<file path="config.mk">
export PLATFORM = sky130hd
export DESIGN_NAME = restoring_divider
export DESIGN_NICKNAME = d
export VERILOG_FILES = /design/src/rtl/restoring_divider.sv
export SDC_FILE = /design/constraint.sdc
export NUM_CORES = 1
export LEC_CHECK = 0
export CAP_MARGIN = 20
export CORE_UTILIZATION = 50
export DETAILED_ROUTE_END_ITERATION = 16
export HOLD_SLACK_MARGIN = 0.1
export PLACE_DENSITY = 0.74
export SYNTH_ARGS = -nofsm -noshare
export SYNTH_HDL_FRONTEND = slang
export SYNTH_SLANG_ARGS = --single-unit
</file>
<file path="constraint.sdc">
create_clock -name Clk -period 2.7 [get_ports Clk]
set_input_delay 0.27 -clock Clk [delete_from_list [all_inputs] [get_ports Clk]]
set_output_delay 0.27 -clock Clk [all_outputs]
set_load 0.01 [all_outputs]
</file>
<file path="src/rtl/restoring_divider.sv">
// Sequential unsigned restoring divider producing one quotient bit per clock.
// Start/Ready/Done handshake; divide-by-zero short-circuits straight to DONE.
module restoring_divider #(
   parameter int unsigned WIDTH = 8
) (
   input  logic             Clk,
   input  logic             Reset,
   input  logic             Start,
   input  logic [WIDTH-1:0] Dividend,
   input  logic [WIDTH-1:0] Divisor,
   output logic             Ready,
   output logic             Done,
   output logic [WIDTH-1:0] Quotient,
   output logic [WIDTH-1:0] Remainder,
   output logic             DivByZero
);

   localparam int unsigned CW = $clog2(WIDTH + 1);
   localparam logic [CW-1:0] LAST_STEP = CW'(WIDTH - 1);

   typedef enum logic [1:0] {
      S_IDLE,
      S_CALC,
      S_DONE
   } state_t;

   state_t state, state_next;

   // The restored partial remainder is always below the divisor, so only
   // WIDTH bits need storing; the shifted trial value carries the extra bit.
   logic [WIDTH-1:0] rem_q;
   logic [WIDTH-1:0] quo_q;
   logic [WIDTH-1:0] div_q;
   logic [CW-1:0]    count;

   logic [WIDTH:0]   rem_shifted;
   logic [WIDTH:0]   trial;
   logic             no_borrow;
   logic [WIDTH-1:0] rem_step;
   logic [WIDTH-1:0] quo_step;
   logic             last_step;

   always_comb begin
      rem_shifted = {rem_q, quo_q[WIDTH-1]};
      trial       = rem_shifted - {1'b0, div_q};
      no_borrow   = ~trial[WIDTH];
      rem_step    = no_borrow ? trial[WIDTH-1:0] : rem_shifted[WIDTH-1:0];
      quo_step    = {quo_q[WIDTH-2:0], no_borrow};
      last_step   = (count == LAST_STEP);
   end

   always_comb begin
      state_next = state;
      Ready      = 1'b0;
      Done       = 1'b0;
      case (state)
         S_IDLE: begin
            Ready = 1'b1;
            if (Start) begin
               state_next = (Divisor == '0) ? S_DONE : S_CALC;
            end
         end
         S_CALC: begin
            if (last_step) begin
               state_next = S_DONE;
            end
         end
         S_DONE: begin
            Done       = 1'b1;
            state_next = S_IDLE;
         end
         default: state_next = S_IDLE;
      endcase
   end

   always_ff @(posedge Clk) begin
      if (Reset) begin
         state     <= S_IDLE;
         rem_q     <= '0;
         quo_q     <= '0;
         div_q     <= '0;
         count     <= '0;
         Quotient  <= '0;
         Remainder <= '0;
         DivByZero <= 1'b0;
      end else begin
         state <= state_next;
         case (state)
            S_IDLE: begin
               if (Start) begin
                  div_q     <= Divisor;
                  quo_q     <= Dividend;
                  rem_q     <= '0;
                  count     <= '0;
                  DivByZero <= 1'b0;
                  if (Divisor == '0) begin
                     Quotient  <= '1;
                     Remainder <= Dividend;
                     DivByZero <= 1'b1;
                  end
               end
            end
            S_CALC: begin
               rem_q <= rem_step;
               quo_q <= quo_step;
               count <= count + 1'b1;
               if (last_step) begin
                  Quotient  <= quo_step;
                  Remainder <= rem_step;
               end
            end
            default: ;
         endcase
      end
   end

endmodule
</file>
## After elaboration in Yosys (flattened, before gate mapping)

Index checks and enable logic that the tools add are counted.

- Register bits: 47
- Input port bits: 19
- Output and inout bits: 19
- Word-level logic and storage cells: 46

- Add/subtract/negate cells: 2
- Equality and inequality tests: 6
- Muxes and demuxes: 22
- Bitwise operators: 1
- Reduce and logical (&&, ||, !) cells: 7

Operators with widths:

| cell | number |
|---|---|
| 8-bit two-way mux | 9 |
| 8-bit case mux with 2 select lines | 4 |
| 9-bit by 8-bit subtractor with 9-bit output | 1 |
| 8-bit logical NOT | 1 |
| 4-bit case mux with 2 select lines | 1 |
| 2-bit two-way mux | 3 |
| 2-bit != test, second input constant | 3 |
| 2-bit AND reduction | 3 |
| 4-bit by 1-bit adder with 4-bit output, second input constant | 1 |
| 4-bit by 3-bit equality test with 1-bit output, second input constant | 1 |
| 4-bit two-way mux | 1 |
| 2-bit case mux with 2 select lines | 1 |
| 4-bit AND reduction | 1 |
| 1-bit two-way mux | 3 |
| 2-bit by 1-bit equality test with 1-bit output, second input constant | 1 |
| 2-bit equality test, second input constant | 1 |
| 2-bit logical NOT | 1 |
| 2-bit nonzero test | 1 |
| 1-bit inverter | 1 |

## Logic depth before layout (Yosys ltp)

Gate-level depths: netlist (run 1).

- Depth after elaboration: 4
- Mapped depth: 10
- Gate-level depth less buffers: 10

## Worst setup path after synthesis (run 1)

No wires, ideal clock.

- Path kind: flip-flop to flip-flop
- From: register quo_q[7]
- To: register rem_q[4]
- Setup time: 0.117 ns
- Data arrival time: 2.047 ns
- Data required time: 2.583 ns
- Setup slack: 0.537 ns
- Cell stages (with the launch flop): 11
- Buffers on the path: 0
- Clock period less this slack: 2.163 ns
- Cell sequence: dfxtp_1 -> inv_1 -> ha_1 -> inv_1 -> fa_1 -> nand3_1 -> a21oi_2 -> mux2_4 -> and3_1 -> or2_1 -> a22o_1

- Longest elaborated chain between the ends: 3

Ends and longest elaborated chain:

| what | RTL line | text |
|---|---|---|
| start: declaration | 32 | `logic [WIDTH-1:0] quo_q;` |
| start signal: assignment | 92 | `quo_q <= Dividend;` |
| start signal: assignment | 105 | `quo_q <= quo_step;` |
| 9-bit by 8-bit subtractor with 9-bit output | 45 | `trial = rem_shifted - {1'b0, div_q};` |
| 8-bit two-way mux | 47 | `rem_step = no_borrow ? trial[WIDTH-1:0] : rem_shifted[WIDTH-1:0];` |
| 8-bit case mux with 2 select lines | 88 | `case (state)` |
| end signal: assignment | 104 | `rem_q <= rem_step;` |
| end: declaration | 31 | `logic [WIDTH-1:0] rem_q;` |

No other way between the ends.
A chain may end at the register's enable or synchronous reset.

## Final worst setup path (run 1)

- From: register quo_q[7]
- To: register Remainder[7]

- Longest elaborated chain between the ends: 4

Ends and longest elaborated chain:

| what | RTL line | text |
|---|---|---|
| 9-bit by 8-bit subtractor with 9-bit output | 45 |  |
| 8-bit two-way mux | 47 |  |
| 8-bit two-way mux | 107 | `if (last_step) begin` |
| 8-bit case mux with 2 select lines | 88 |  |
| end signal: assignment | 98 | `Remainder <= Dividend;` |
| end signal: assignment | 109 | `Remainder <= rem_step;` |
| end: declaration | 14 | `output logic [WIDTH-1:0] Remainder,` |

No other way between the ends. The select of a mux whose other input is x is not followed.

==> results.sh, run 1 <==
export IMPL_outcome="complete, no violations"
export IMPL_r2r_end="Remainder[7]"
export IMPL_fmax_mhz=419
export IMPL_vias_per_cell=5.65
export IMPL_track_usage_pct=24.3
export IMPL_drv_cap=0
export IMPL_holdPathStages=2
export IMPL_routedWlPerCell_um=14.6
export IMPL_grt_pass1_wl_um=10400
export IMPL_dieHeight_um=74.5
export IMPL_grt_pass1_vias=2218
export IMPL_start_util_pct=51.7
export IMPL_worst_slew_pin_slew_ns=0.854
export IMPL_leakagePower_uw=0.00119
export IMPL_ys_flop_type="dfxtp_1"
export IMPL_die_w_um=74.5
export IMPL_final_cells=442
export IMPL_ant_nets=0
export IMPL_critPathMostFrequentCell="inv_1"
export IMPL_gp_congestion=0.836
export IMPL_root_buffer="clkbuf_8"
export IMPL_finalWirelength_um=6440
export IMPL_final_max_slew_viol_count=0
export IMPL_io_pins=38
export IMPL_critPathMaxFanout=9
export IMPL_insertion_delay_ns=0.31
export IMPL_powerDensity_nw_per_um2=743
export IMPL_path_class="reg2reg"
export IMPL_cts_sinks=47
export IMPL_grt_setup_unrepaired="false"
export IMPL_cp_top_family="multiplexers"
export IMPL_placed_cells=434
export IMPL_hp_class="reg2reg"
export IMPL_power_total_uw=2350
export IMPL_core_area_um2=5070
export IMPL_cp_start_kind="register"
export IMPL_clock_skew_ns=0.0168
export IMPL_overflow=0
export IMPL_ctsLongestPathBuffers=2
export IMPL_die_area_um2=5540
export IMPL_cts_clk_slew_worst_paths_ns=0.10
export IMPL_drcViolationCount=0
export IMPL_synthesis_instances=341
export IMPL_rrSetupSlack_ns=0.31
export IMPL_seq_area_frac_synth_pct=35.8
export IMPL_antenna_found_initial=0
export IMPL_yosys_warnings=0
export IMPL_rr_startpoint="quo_q[7]"
export IMPL_cts_resized=0
export IMPL_hold_end="div_q[5]"
export IMPL_numPortBuffers=37
export IMPL_layout_drive_gt1_share_pct=8.06
export IMPL_arrival_ns=2.59
export IMPL_htreeDepth=2
export IMPL_hold_violations=0
export IMPL_cts_buffers=5
export IMPL_rows=26
export IMPL_synth_area_um2=2630
export IMPL_reg2reg_depth=10
export IMPL_path_buf_inv=2
export IMPL_dp_hpwl_um=4650
export IMPL_slowest_stage="dfxtp_1"
export IMPL_antenna_cells=0
export IMPL_crit_chain="inv_1 -> ha_1 -> inv_1 -> fa_1 -> nand3_1 -> a21oi_2 -> mux2_4 -> nand2_1 -> mux2i_1 -> a21oi_1"
export IMPL_vdd_ir_drop_max_mv=0.393
export IMPL_worstSetupEndpointType="register"
export IMPL_hold_start="div_q[5]"
export IMPL_fin_nets=400
export IMPL_drt_first_iter_violations=198
export IMPL_hold_buffers=0
export IMPL_maxSlewHeadroom_pct=42.6
export IMPL_vias=2497
export IMPL_area_delta_synth_final_pct=20.2
export IMPL_ys_seq_elements=47
export IMPL_post_synth_cell_area_avg_um2=7.70
export IMPL_synth_cell_type_count=51
export IMPL_cts_setup_buffers=0
export IMPL_finalSetupTns_ns=0
export IMPL_setup_viol=0
export IMPL_synth_edff_count=0
export IMPL_crit_required_ns=2.90
export IMPL_grt_max_degree=27
export IMPL_syn_num_nets=370
export IMPL_cts_tree="done"
export IMPL_period_share_pct=88.4
export IMPL_cp_slowest_stage_delay_ns=0.39
export IMPL_async_reset_ff_share_pct=0
export IMPL_min_period_ns=2.39
export IMPL_drt_pre_antenna_iters=5
## state kept, by name (all words and copies together) (netlist names)
| register | count |
|---|---|
| count | 4 |
| rem_q | 8 |
| state | 2 |
| Quotient | 8 |
| quo_q | 8 |
| Remainder | 8 |
| DivByZero | 1 |
| div_q | 8 |
## final cells by class
| cell class | instances | area (um2) |
|---|---|---|
| Fill cell | 486 | 1920 |
| Multi-Input combinational cell | 260 | 1540 |
| Sequential cell | 47 | 941 |
| Timing Repair Buffer | 44 | 423 |
| Tap cell | 70 | 87.6 |
| Clock buffer | 5 | 68.8 |
| Inverter | 13 | 48.8 |
| Clock inverter | 3 | 47.5 |
## synth_stat cells (2+ instances only)
master	number	area [um2]
nor2b_1	3	18.8
or2_1	3	18.8
and3_1	4	25.0
o221ai_1	2	17.5
and2_1	4	25.0
clkbuf_1	12	45.0
a211oi_1	6	45.0
xnor2_1	2	17.5
mux2i_1	4	40.0
a21oi_1	25	125
nand3_1	9	45.0
a21oi_2	2	17.5
ha_1	9	113
nand2b_1	6	37.5
buf_4	3	22.5
o21ai_0	23	115
nand2_1	60	225
o2111ai_1	3	26.3
a211oi_2	3	37.5
nor4_1	2	12.5
buf_2	6	30.0
a311oi_1	8	70.1
nor2_2	2	12.5
o21ai_1	3	15.0
or3_1	2	12.5
a31oi_1	7	43.8
dfxtp_1	47	941
nor3_1	3	15.0
inv_1	13	48.8
a22o_1	4	35.0
nor2_1	40	150
nand3b_1	2	15.0
## tightest hold or removal path, stage by stage, from the launching register on
cell	delay, ns
dfxtp_1	0.31
nand2_1	0.05
a21oi_1	0.05
## layer usage
layer  global-route usage, %  share of wire, %
met2                    36.1                45
met4                    6.29               1.3
met5                       0                 0
met1                    36.1                49
met3                    4.47               4.9
## worst max-delay path by stage
stage | from | to | slack, ns | depth (start not counted)
finish | quo_q[7] | Remainder[7] | 0.31 | 10
global placement | quo_q[7] | Remainder[7] | 0.35 | 10
floorplan | quo_q[7] | rem_q[4] | 0.54 | 10
global route | quo_q[7] | Remainder[7] | 0.1 | 10
CTS | quo_q[7] | Remainder[7] | 0.30 | 10
detailed placement | quo_q[7] | Remainder[7] | 0.31 | 10
## power by group
group / total (uW) / internal (uW) / switching [uW]
clock: 544 / 281 / 263
combinational: 968 / 415 / 552
sequential: 833 / 767 / 66.5
total: 2350 / 1460 / 882
## cell usage in the layout (no fill, tap or decap), types with 4 or more instances in the layout
cell and n:
nand2_1 60, nand3_1 9, o21ai_0 23, dfxtp_1 47
and3_1 4, clkbuf_8 5, a31oi_1 7, nand2b_1 6
a21oi_1 25, clkdlybuf4s50_1 37, mux2i_1 4, inv_1 13
buf_4 7, nor2_1 40, ha_1 9, a211oi_1 6
a311oi_1 8, and2_1 4, a22o_1 4
## cells by family (layout without fill, tap and decap cells)
group / after synthesis / after routing / synth area share, %
and+or+nand+nor: 146 / 146 / 25.3
AOI/OAI and AO/OA: 96 / 96 / 25.1
DFF: 47 / 47 / 35.8
buffers and inverters: 34 / 65 / 5.58
adders and majority gates: 10 / 10 / 5.05
muxes: 5 / 5 / 2.10
xor gates and xnor gates: 3 / 3 / 1.00
## stage by stage
step	hold WS, ns	worst slack, ns	util (%)	area [um2]
CTS	0.461	0.305	62.2	3150
global route	0.486	0.0991	62.2	3150
detailed placement	0.449	0.305	59.9	3040
finish	0.460	0.314	62.2	3150
global placement	0.445	0.347	59.9	3040
floorplan	0.406	0.537	-	2630
No activity file was read; power rests on OpenSTA's default activity.
==> inputs of run 2 (changes only) <==
- GPL_ROUTABILITY_DRIVEN: not set -> 0
- TNS_END_PERCENT: not set -> 5
==> results of run 2 <==
Same layout as run 1: the final DEF is identical, and so are final timing and power.
==> inputs of run 3 (changes only) <==
- CORE_MARGIN: not set -> 1.5
==> run 3 against run 2 <==
Hold slack worse by 0.0031 ns. Sequential cell count unchanged. First-iteration DRC count rose by 51%. Die area is 2.7% higher. Clock skew shrank 0.0065 ns. Core utilization up 0.12 points. Register-to-register slack improved by 0.03 ns. Global-route usage decreased by 0.43 points. Cell count is 0.23% higher. Fmax rose by 1.3%. Clock power decreased by 2%. Critical path depth is the same. Critical path type unchanged. Critical endpoint is now rem_q[4].
==> results.sh, run 3 (synthesis results as in run 1) <==
export IMPL_grt_pass1_vias=2256
export IMPL_outcome="complete, no violations"
export IMPL_setup_viol=0
export IMPL_final_cells=443
export IMPL_area_delta_synth_final_pct=20.4
export IMPL_worst_slew_pin_slew_ns=0.823
export IMPL_routedWlPerCell_um=14.5
export IMPL_final_common_cell="nand2_1"
export IMPL_drcViolationCount=0
export IMPL_worstSetupEndpointType="register"
export IMPL_grt_max_degree=23
export IMPL_insertion_delay_ns=0.30
export IMPL_antenna_found_initial=0
export IMPL_overflow=0
export IMPL_dp_hpwl_um=4820
export IMPL_grt_use_met1_pct=33.7
export IMPL_grt_setup_unrepaired="false"
export IMPL_antenna_cells=0
export IMPL_path_class="reg2reg"
export IMPL_powerDensity_nw_per_um2=742
export IMPL_cts_buffers=5
export IMPL_cts_resized=0
export IMPL_cts_tree="done"
export IMPL_numPortBuffers=37
export IMPL_die_w_um=75.5
export IMPL_use_met3_pct=5.29
export IMPL_die_area_um2=5690
export IMPL_rows=26
export IMPL_hp_class="reg2reg"
export IMPL_placed_cells=435
export IMPL_drt_pre_antenna_iters=4
export IMPL_vdd_ir_drop_max_mv=0.361
export IMPL_io_pins=38
export IMPL_final_max_slew_viol_count=0
export IMPL_grt_pass1_wl_um=10500
export IMPL_maxSlewHeadroom_pct=44.7
export IMPL_core_area_um2=5070
export IMPL_clock_skew_ns=0.0103
export IMPL_drv_cap=0
export IMPL_cts_sinks=47
export IMPL_grt_busiest_layer="met2"
export IMPL_crit_chain="inv_1 -> ha_1 -> inv_1 -> fa_1 -> nand3_1 -> a21oi_2 -> mux2_4 -> and3_1 -> or2_1 -> a22o_1"
export IMPL_vias_per_cell=5.57
export IMPL_ant_nets=0
export IMPL_finalWirelength_um=6430
export IMPL_cp_slowest_stage_delay_ns=0.40
export IMPL_cp_start_kind="register"
export IMPL_slowest_stage="dfxtp_1"
export IMPL_met2_usage_pct=38.0
export IMPL_root_buffer="clkbuf_8"
export IMPL_critPathMostFrequentCell="inv_1"
export IMPL_fmax_mhz=425
export IMPL_critPathMaxFanout=9
export IMPL_track_usage_pct=23.9
export IMPL_vias=2467
export IMPL_drt_first_iter_violations=299
export IMPL_leakagePower_uw=0.00119
export IMPL_min_period_ns=2.35
export IMPL_cts_setup_buffers=0
export IMPL_hold_buffers=0
export IMPL_start_util_pct=51.7
export IMPL_fin_nets=401
export IMPL_finalSetupTns_ns=0
export IMPL_arrival_ns=2.56
export IMPL_htreeDepth=2
export IMPL_period_share_pct=87.2
export IMPL_cts_clk_slew_worst_paths_ns=0.10
export IMPL_hold_violations=0
export IMPL_layout_drive_gt1_share_pct=8.31
export IMPL_crit_required_ns=2.91
export IMPL_ctsLongestPathBuffers=2
export IMPL_dieHeight_um=75.5
export IMPL_final_cell_mix="nand2_1 (60), dfxtp_1 (47), nor2_1 (40)"
run 3: changes by cell type in the layout (fill, tap and decap cells not counted), sizes merged:
| cell | delta |
|---|---|
| buf | +1 |
| clkinv | -1 |
| clkinvlp | +1 |
run 3: final cells by class:
| type | instances | area [um2] |
|---|---|---|
| Clock buffer | 5 | 68.8 |
| Clock inverter | 3 | 46.3 |
| Fill cell | 470 | 1910 |
| Inverter | 13 | 48.8 |
| Multi-Input combinational cell | 260 | 1540 |
| Sequential cell | 47 | 941 |
| Tap cell | 70 | 87.6 |
| Timing Repair Buffer | 45 | 430 |
run 3: final timing paths:
kind	start	endpoint	slack, ns	depth (start not counted)
worst max-delay path	quo_q[7]	rem_q[4]	0.35	10
worst min-delay path	div_q[1]	div_q[1]	0.46	2
worst max register to register	quo_q[7]	rem_q[4]	0.35	10
worst min register to register	div_q[1]	div_q[1]	0.46	2
run 3: layer usage:
layer | routed length (um) | share of wire [%] | vias to the layer above
met4 | 28 | 0.44 | 0
li1 | - | - | 1256
met3 | 349 | 5.4 | 4
met5 | 0 | 0 | -
met1 | 3160 | 49 | 1134
met2 | 2900 | 45 | 73
run 3: report_power, final:
part           internal (uW)  switching (uW)  total (uW)
Combinational            417             560         977
Clock                    279             252         532
Sequential               767            69.1         836
run 3: worst max-delay path: cells and delay by family (launching register included):
kind | cells | cell delay, ns
flops | 1 | 0.40
compound gates | 2 | 0.41
fa+ha+maj | 2 | 0.41
buf+inv | 2 | 0.16
simple gates | 3 | 0.53
mux | 1 | 0.37
run 3: stage by stage:
stage	instance area, um2	hold slack, ns	util [%]	total power [uW]	worst slack, ns
final	3160	0.456	62.3	2340	0.346
after global routing	3160	0.488	62.3	2480	0.254
after CTS	3160	0.461	62.3	2330	0.390
after detailed placement	3050	0.449	60.0	1810	0.419
after global placement	3050	0.446	60.0	1790	0.471
after floorplan	2630	0.406	-	1550	0.537
